`src/rtl/load_store_unit.sv`:
```
// Load/store unit: turns typed pipeline accesses into word-aligned OBI requests and returns extended load data.
// Optional macro LSU_MISALIGN_CHECK_EN enables rejection of misaligned/illegal accesses.
module load_store_unit #(
  parameter int WIDTH = 32
) (
  input  logic             clk,
  input  logic             rst,
  input  logic             lsu_req_i,
  input  logic             lsu_we_i,
  input  logic [1:0]       lsu_type_i,
  input  logic             lsu_sign_ext_i,
  input  logic [WIDTH-1:0] lsu_addr_i,
  input  logic [WIDTH-1:0] lsu_wdata_i,
  output logic             lsu_stall_o,
  output logic             lsu_rvalid_o,
  output logic [WIDTH-1:0] lsu_rdata_o,
  output logic             lsu_err_o,
  output logic             lsu_misaligned_o,
  output logic             core_valid_o,
  input  logic             core_ready_i,
  output logic [WIDTH-1:0] core_addr_o,
  output logic             core_we_o,
  output logic [3:0]       core_be_o,
  output logic [WIDTH-1:0] core_wdata_o,
  input  logic             resp_valid_i,
  input  logic [WIDTH-1:0] resp_rdata_i,
  input  logic             resp_err_i
);

  typedef enum logic [1:0] {IDLE, REQ, RESP, DONE} state_t;

  state_t           r_state;
  state_t           w_state_nxt;
  logic [1:0]       w_type_eff;
  logic [1:0]       w_off;
  logic             w_reject;
  logic             w_accept;
  logic [3:0]       w_be;
  logic [WIDTH-1:0] w_wdata;

  logic             r_we;
  logic [1:0]       r_type;
  logic             r_sign;
  logic [1:0]       r_off;
  logic [WIDTH-1:0] r_addr;
  logic [3:0]       r_be;
  logic [WIDTH-1:0] r_wdata;
  logic [WIDTH-1:0] r_rdata;
  logic             r_err;
  logic             r_misaligned;

  function automatic logic [WIDTH-1:0] extract_load(input logic [WIDTH-1:0] word,
                                                    input logic [1:0]       typ,
                                                    input logic             sgn,
                                                    input logic [1:0]       off);
    logic [WIDTH-1:0] sh;
    sh = word >> {off, 3'b000};
    case (typ)
      2'b00:   extract_load = {{(WIDTH-8){sgn & sh[7]}}, sh[7:0]};
      2'b01:   extract_load = {{(WIDTH-16){sgn & sh[15]}}, sh[15:0]};
      default: extract_load = sh;
    endcase
  endfunction

`ifdef LSU_MISALIGN_CHECK_EN
  always_comb begin
    w_type_eff = lsu_type_i;
    w_off      = lsu_addr_i[1:0];
    case (lsu_type_i)
      2'b01:   w_reject = lsu_addr_i[0];
      2'b10:   w_reject = |lsu_addr_i[1:0];
      2'b11:   w_reject = 1'b1;
      default: w_reject = 1'b0;
    endcase
  end
`else
  // Without checking, the offset is forced to the natural alignment of the size.
  always_comb begin
    w_reject   = 1'b0;
    w_type_eff = (lsu_type_i == 2'b11) ? 2'b10 : lsu_type_i;
    case (w_type_eff)
      2'b00:   w_off = lsu_addr_i[1:0];
      2'b01:   w_off = {lsu_addr_i[1], 1'b0};
      default: w_off = 2'b00;
    endcase
  end
`endif

  always_comb begin
    case (w_type_eff)
      2'b00: begin
        w_be    = 4'b0001 << w_off;
        w_wdata = {4{lsu_wdata_i[7:0]}};
      end
      2'b01: begin
        w_be    = w_off[1] ? 4'b1100 : 4'b0011;
        w_wdata = {2{lsu_wdata_i[15:0]}};
      end
      default: begin
        w_be    = 4'b1111;
        w_wdata = lsu_wdata_i;
      end
    endcase
  end

  assign w_accept = (r_state == IDLE) && lsu_req_i && !w_reject;

  always_comb begin
    w_state_nxt = r_state;
    case (r_state)
      IDLE:    if (w_accept) w_state_nxt = REQ;
      REQ:     if (core_ready_i) w_state_nxt = RESP;
      RESP:    if (resp_valid_i) w_state_nxt = DONE;
      default: w_state_nxt = IDLE;
    endcase
  end

  always_comb begin
    case (r_state)
      IDLE:    lsu_stall_o = w_accept;
      REQ:     lsu_stall_o = 1'b1;
      RESP:    lsu_stall_o = 1'b1;
      default: lsu_stall_o = 1'b0;
    endcase
  end

  // p0: request capture, response capture
  always_ff @(posedge clk) begin
    if (rst) begin
      r_state      <= IDLE;
      r_we         <= 1'b0;
      r_type       <= 2'b00;
      r_sign       <= 1'b0;
      r_off        <= 2'b00;
      r_addr       <= '0;
      r_be         <= 4'b0000;
      r_wdata      <= '0;
      r_rdata      <= '0;
      r_err        <= 1'b0;
      r_misaligned <= 1'b0;
    end else begin
      r_state      <= w_state_nxt;
      r_misaligned <= (r_state == IDLE) && lsu_req_i && w_reject;
      if (w_accept) begin
        r_we    <= lsu_we_i;
        r_type  <= w_type_eff;
        r_sign  <= lsu_sign_ext_i;
        r_off   <= w_off;
        r_addr  <= {lsu_addr_i[WIDTH-1:2], 2'b00};
        r_be    <= w_be;
        r_wdata <= w_wdata;
      end
      if ((r_state == RESP) && resp_valid_i) begin
        r_err   <= resp_err_i;
        r_rdata <= (resp_err_i || r_we) ? '0 : extract_load(resp_rdata_i, r_type, r_sign, r_off);
      end
    end
  end

  assign core_valid_o     = (r_state == REQ);
  assign core_addr_o      = r_addr;
  assign core_we_o        = r_we;
  assign core_be_o        = r_be;
  assign core_wdata_o     = r_wdata;
  assign lsu_rvalid_o     = (r_state == DONE);
  assign lsu_rdata_o      = r_rdata;
  assign lsu_err_o        = r_err;
  assign lsu_misaligned_o = r_misaligned;

endmodule

```
`config.mk`:
```
export PLATFORM = sky130hd
export DESIGN_NAME = load_store_unit
export DESIGN_NICKNAME = d
export VERILOG_FILES = /design/src/rtl/load_store_unit.sv
export SDC_FILE = /design/constraint.sdc
export NUM_CORES = 1
export LEC_CHECK = 0
export ABC_AREA = 1
export ABC_CLOCK_PERIOD_IN_PS = 3800
export BUFFER_PORTS_ARGS = -buffer_cell sky130_fd_sc_hd__buf_2
export CAP_MARGIN = 40
export CELL_PAD_IN_SITES_DETAIL_PLACEMENT = 0
export CELL_PAD_IN_SITES_GLOBAL_PLACEMENT = 2
export CORE_MARGIN = 5
export CORE_UTILIZATION = 27
export CTS_CLUSTER_SIZE = 25
export DETAILED_ROUTE_END_ITERATION = 8
export PLACE_DENSITY_LB_ADDON = 0.1
export SETUP_SLACK_MARGIN = 0.5
export SLEW_MARGIN = 20
export SYNTH_ARGS = -nofsm -noshare
export SYNTH_HDL_FRONTEND = slang
export SYNTH_SLANG_ARGS = --single-unit
```
`constraint.sdc`:
```
create_clock -name clk -period 3.8 [get_ports clk]
set_clock_uncertainty 0.05 [all_clocks]
set_input_delay 0.76 -clock clk [delete_from_list [all_inputs] [get_ports clk]]
set_output_delay 0.76 -clock clk [all_outputs]
set_load 0.01 [all_outputs]
```
==> impl_metrics.yaml, run 1 <==
status:
  status: "completed"
worst_setup_path:
  r2r_end: "lsu_rdata_o[27]$_SDFFE_PP0P_"
  cp.required_ns: 3.97
  reg2reg_slack_ns: 1.53
  path_buf_inv: 3
  critical_path_class: "reg -> reg"
  cp-start-kind: "flop"
  path_cells: "inv_1 > ha_1 > nand2_2 > nor2_4 > nand2_4 > clkinv_2 > nand2_1 > clkinv_1 > nand2_2 > a21oi_2"
  worst_ep_arrival_time_ns: 2.44
  rr_worst_depth: 10
  timing.rr.start: "r_state[0]$_SDFFE_PP0P_"
  cp_max_fo: 33
  cpMaxStageDelayCell: "nand2_2"
  crit_path_end_kind: "flop"
  max_stage_delay_ns: 0.51
  critPathMostFrequentCell: "nand2_2"
  cp_top_family: "simple AND/OR/NAND/NOR gates"
layout:
  multi_input_area_mm2: 0.00242
  drive_gt1_share_pct: 30.2
  fillerInstances: 2046
  area_growth_pct: 28.5
  nets: 997
  seq_area_mm2: 0.00214
global_route:
  grt_pass1_vias: 5267
  grt_max_degree: 67
  antenna_found_initial: 1
  grtUsageTotal_pct: 16.2
  grt_pass1_wl_mm: 28.3
  gr-total-overflow: 0
synthesis:
  synth-compound-area-share_pct: 18.8
  synth_top_family_by_area: "simple AND/OR/NAND/NOR gates"
  synth-xor-area-share_pct: 0
  ys.warnings.count: 0
  synthMuxAreaShare_pct: 0
  yosys.area.top_type_share_pct: 42.7
  synth_seq_area_share_pct: 42.7
  synth_seq_cells: 107
  syn_inst: 712
  avgSynthCellArea_um2: 7.05
  synth_edf_count: 0
  synth_area_leader_cell: "dfxtp_1"
  yosysUniqueCellTypes: 34
  synth_area_mm2: 0.00502
  synth_area_leaders: "dfxtp_1 43%, nand2_1 19%, a21oi_1 9.3%, o21ai_0 3.3%, inv_1 3.0%"
  yosys-top-cells-count: "255 x nand2_1, 107 x dfxtp_1, 93 x a21oi_1, 40 x inv_1, 33 x o21ai_0"
  yosys.area_share.simple_pct: 28.1
  synthAdderAreaFrac_pct: 0.997
  synth_flop_cell: "dfxtp_1"
  async_flop_share_pct: 0
  yosysMostFrequentCell: "nand2_1"
cts:
  root_buffer: "clkbuf_16"
  postCtsSetupRepairBufs: 0
  htree_levels: 3
  cts_resized: 0
  cts_buffer_depth: 2
  clkSinkCount: 107
  cts_made_buffers: 9
  cts-hold-fix-buffers: 0
  cts_tree: "done"
  clkLatencyLatePin_ns: 0.35
  path_clk_slew_ns: 0.08
worst_hold_path:
  hp-start: "core_be_o[0]$_SDFFE_PP0P_"
  hold_path_class: "reg -> reg"
  hold_end: "core_be_o[0]$_SDFFE_PP0P_"
  hold-path-cell-count: 2
sta:
  setup_viol: 0
  tns_ns: 0
  finalHoldViolCount: 0
  relSlewSlack_pct: 53.1
  timing.fmax_mhz: 440
  worst_pin_slew_ns: 0.704
  rsz0062_at_grt: "no"
  slew_viol_final: 0
  fin_crit_ns: 2.27
  fin_crit_sh_pct: 59.8
run:
  cap_viol_max_count: 0
drt:
  wl_per_cell_um: 15.6
  vias: 5081
  via_per_inst: 4.53
  drtAntennaViolNets: 0
  drc: 0
  drt_wl_total_mm: 17.5
  drt-pass1-iter-count: 4
  detail_route.iter0.violations: 198
pwr:
  power_w: 0.00370
  pwr_density_cell_mw_per_mm2: 574
  p_leak_nw: 3.13
  irDropWorstVdd_uv: 221
placed_design:
  io_buffers: 208
  hpwl_mm: 12.8
  gp_congestion: 0.781
floorplan:
  initial_core_util_pct: 27.7
  die_area_mm2: 0.0214
  num_io_pins: 212
  placementRows: 49
  die_w_um: 146
  coreArea_mm2: 0.0181
  die_h_um: 146
-- worst max-delay path by stage --
stage / start / end / depth (start not counted) / slack [ns]
finish: r_state[0]$_SDFFE_PP0P_ / lsu_rdata_o[27]$_SDFFE_PP0P_ / 10 / 1.53
global route: r_state[0]$_SDFFE_PP0P_ / lsu_rdata_o[27]$_SDFFE_PP0P_ / 10 / 1.31
CTS: r_state[0]$_SDFFE_PP0P_ / lsu_rdata_o[27]$_SDFFE_PP0P_ / 10 / 1.50
detailed placement: resp_valid_i / lsu_rdata_o[27]$_SDFFE_PP0P_ / 9 / 1.32
global placement: resp_valid_i / lsu_rdata_o[27]$_SDFFE_PP0P_ / 9 / 1.29
floorplan: lsu_req_i / lsu_stall_o / 6 / 1.50
-- cell type report --
class | count | share of cell area (%)
diodes | 1 | 0.0388
inverters | 45 | 2.79
well taps | 229 | 4.44
clock buffers | 10 | 3.71
flip-flops and latches | 107 | 33.2
repair buffers | 214 | 17.2
clock inverters | 6 | 1.13
multi-input cells | 510 | 37.5
-- report_power, final --
group          switching (W)  total [W]  internal (W)
combinational       0.000860    0.00131      0.000445
clock               0.000449   0.000986      0.000537
sequential          0.000114    0.00141       0.00129
-- stage by stage --
stage               instance area, um^2  std cells  hold slack [ns]  setup WS [ns]  util (%)
floorplan                          5030        714            0.434           1.50         -
global placement                   6110       1104            0.399           1.29      33.7
detailed placement                 6140       1105            0.402           1.32      33.8
CTS                                6450       1121            0.416           1.50      35.5
global route                       6450       1121            0.432           1.31      35.5
finish                             6450       1122            0.413           1.53      35.5
-- cell usage in the layout (no fill, tap or decap), types with 10 or more instances in the layout --
master and count:
nand2_1 254, buf_2 207, dfxtp_1 107, a21oi_1 93
inv_1 39, o21ai_0 33, nor2_1 32, nand3_1 25
nand2_2 14, a211oi_1 12, a21oi_2 10
-- routing by layer --
metal  GRT usage, %  part of all wire, %  routed length, um
met1           20.4                   44               7740
met3           5.64                  7.2               1270
met2           26.6                   47               8270
met5              0                0.063                 11
met4           4.19                  1.2                206
-- sequential cells by signal, summed over array words and instances (netlist names) --
name / count
core_be_o: 4
r_sign: 1
r_type: 2
lsu_err_o: 1
r_state: 2
core_addr_o: 30
core_wdata_o: 32
core_we_o: 1
r_off: 2
lsu_rdata_o: 32
-- worst min-delay path, stage by stage (launching register included) --
cell and delay, ns:
dfxtp_1 0.31, nand2_1 0.06, a21oi_1 0.05
-- kinds of logic after synthesis --
kind of cell	after synthesis
other	1
adder cells (fa/ha/maj)	4
flip-flops	107
AND/OR/NAND/NOR	337
AO/OA/AOI/OAI	166
buffers and inverters	97
Power figures use the tool's default switching activity.
==> inputs of run 2 (changes only) <==
Settings changed: ABC_CLOCK_PERIOD_IN_PS 3800 to 2000, CORE_UTILIZATION 27 to 22.
Clock period 3.8 ns to 2 ns, I/O delays scaled along.
==> impl_metrics.yaml, run 2 (synthesized netlist as in run 1, its figures left out) <==
status:
  status: "completed"
sta:
  setup_viol: 0
  holdWs_ns: 0.224
  fin_crit_sh_pct: 86.0
  slew_viol_final: 0
  tns_ns: 0
  timing.fmax_mhz: 581
  fin_crit_ns: 1.72
  finalHoldViolCount: 0
  rsz0062_at_grt: "yes"
global_route:
  grtUsageTotal_pct: 15.3
  gr-total-overflow: 0
  grt_pass1_wl_mm: 31.5
  grt_max_degree: 64
  antenna_found_initial: 2
  grt_pass1_vias: 5548
layout:
  layout_commonest_cell: "nand2_1"
  drive_gt1_share_pct: 40.2
  area_growth_pct: 49.5
  final_cell_area_mm2: 0.00751
  stdcell_count: 1215
  nets: 1033
  layout_common_cells: "234 x nand2_1, 205 x buf_2, 104 x dfxtp_1"
  fillerInstances: 2504
  fin_util_pct: 33.3
drt:
  drtAntennaViolNets: 0
  detail_route.iter0.violations: 207
  dr_wl_met3_mm: 1.22
  via_per_inst: 4.48
  met2_length_mm: 10.8
  wl_per_cell_um: 18.1
  drt-met1-wl_mm: 9.65
  drt-pass1-iter-count: 5
  highest_layer: "met5"
  drc: 0
  vias: 5445
  drt_wl_total_mm: 22.0
cts:
  clkLatencyLatePin_ns: 0.36
  cts_tree: "done"
  cts_made_buffers: 9
  cts_buffer_depth: 2
  root_buffer: "clkbuf_16"
  htree_levels: 3
  clkSinkCount: 107
  path_clk_slew_ns: 0.08
pwr:
  p_leak_nw: 3.53
  irDropWorstVdd_uv: 479
  pwr_density_cell_mw_per_mm2: 1150
worst_setup_path:
  critPathLaunch: "r_state[0]$_SDFFE_PP0P_"
  worst_ep_arrival_time_ns: 1.27
  cp.required_ns: 1.55
  path_buf_inv: 3
  timing.rr.start: "r_state[1]$_SDFFE_PP0P_"
  cpMaxStageDelayCell: "dfxtp_2"
  path_cells: "inv_2 > ha_4 > nand2_4 > inv_4 > nor2_4 > nor2_2 > buf_2"
  max_stage_delay_ns: 0.34
  cp_top_family: "flip-flops"
  critical_path_class: "reg -> out"
  cp-start-kind: "flop"
  crit_path_end_kind: "primary output"
  cp_max_fo: 3
floorplan:
  placementRows: 55
  die_h_um: 161
  initial_core_util_pct: 22.2
  num_io_pins: 212
  die_area_mm2: 0.0259
  die_w_um: 161
  coreArea_mm2: 0.0226
placed_design:
  placed_cell_area_mm2: 0.00630
  gp_congestion: 0.733
  hpwl_mm: 14.0
  io_buffers: 208
  dp.cells: 1168
worst_hold_path:
  hold_path_class: "in -> reg"
  hp-start: "lsu_addr_i[16]"
run:
  cap_viol_max_count: 0
## run 2: cell types whose count changed in the layout (fill, tap and decap cells not counted), moves of 9 or more
cell / previous run / this run
a21oi_1: 93 / 74
a21oi_2: 10 / 23
buf_4: 6 / 15
buf_6: 0 / 11
nand2_1: 254 / 234
nand2_4: 2 / 15
nor2_1: 32 / 18
nor2_4: 3 / 13
## run 2: per-layer routing
layer | vias up | track usage (%)
li1 | 2730 | -
met4 | 2 | 4.61
met1 | 2547 | 18.7
met3 | 21 | 3.78
met2 | 145 | 26.5
met5 | - | 0
## run 2: cell type report
cell class	count	area [um^2]	share of cell area (%)
well taps	285	357	4.75
flip-flops and latches	107	2150	28.6
repair inverters	1	16.3	0.217
multi-input cells	513	2850	37.9
inverters	45	198	2.63
clock buffers	10	239	3.18
repair buffers	246	1630	21.7
clock inverters	6	72.6	0.967
diodes	2	5.00	0.0667
## run 2: report_power, final
group          switching, W  internal, W
Sequential         0.000215      0.00247
Combinational       0.00232      0.00169
Clock              0.000901      0.00102
## run 2: worst reg2reg max path, stage by stage, from the launching register on
cell and delay [ns]:
dfxtp_2 0.34, buf_4 0.13, ha_2 0.20, nand2_2 0.08
nor2_4 0.17, buf_6 0.14, nand2_4 0.08, a21oi_2 0.15
nand2_2 0.08, a21oi_2 0.11
## run 2: stage by stage
step / total power, W / setup WS [ns]
2_1_floorplan: 0.00453 / 0.481
3_3_place_gp: 0.00544 / 0.230
3_5_place_dp: 0.00547 / 0.198
4_1_cts: 0.00782 / 0.220
5_1_grt: 0.00916 / 0.211
6_report: 0.00861 / 0.279
## run 2: final timing paths
path / cells after the start / slack [ns] / end
worst max-delay path: 7 / 0.28 / lsu_stall_o
worst min-delay path: 3 / 0.22 / core_addr_o[16]$_SDFFE_PP0P_
worst min register to register: 2 / 0.41 / core_wdata_o[6]$_SDFFE_PP0P_
worst max register to register: 9 / 0.41 / lsu_rdata_o[23]$_SDFFE_PP0P_
## run 2: repair_timing
item	in CTS	in global routing
hold buffers	0	0
setup buffers	5	10
gates cloned	5	9
pin swaps	6	8
gates resized for setup	22	105
setup endpoints to repair	48	100
endpoints found under the hold margin	0	0
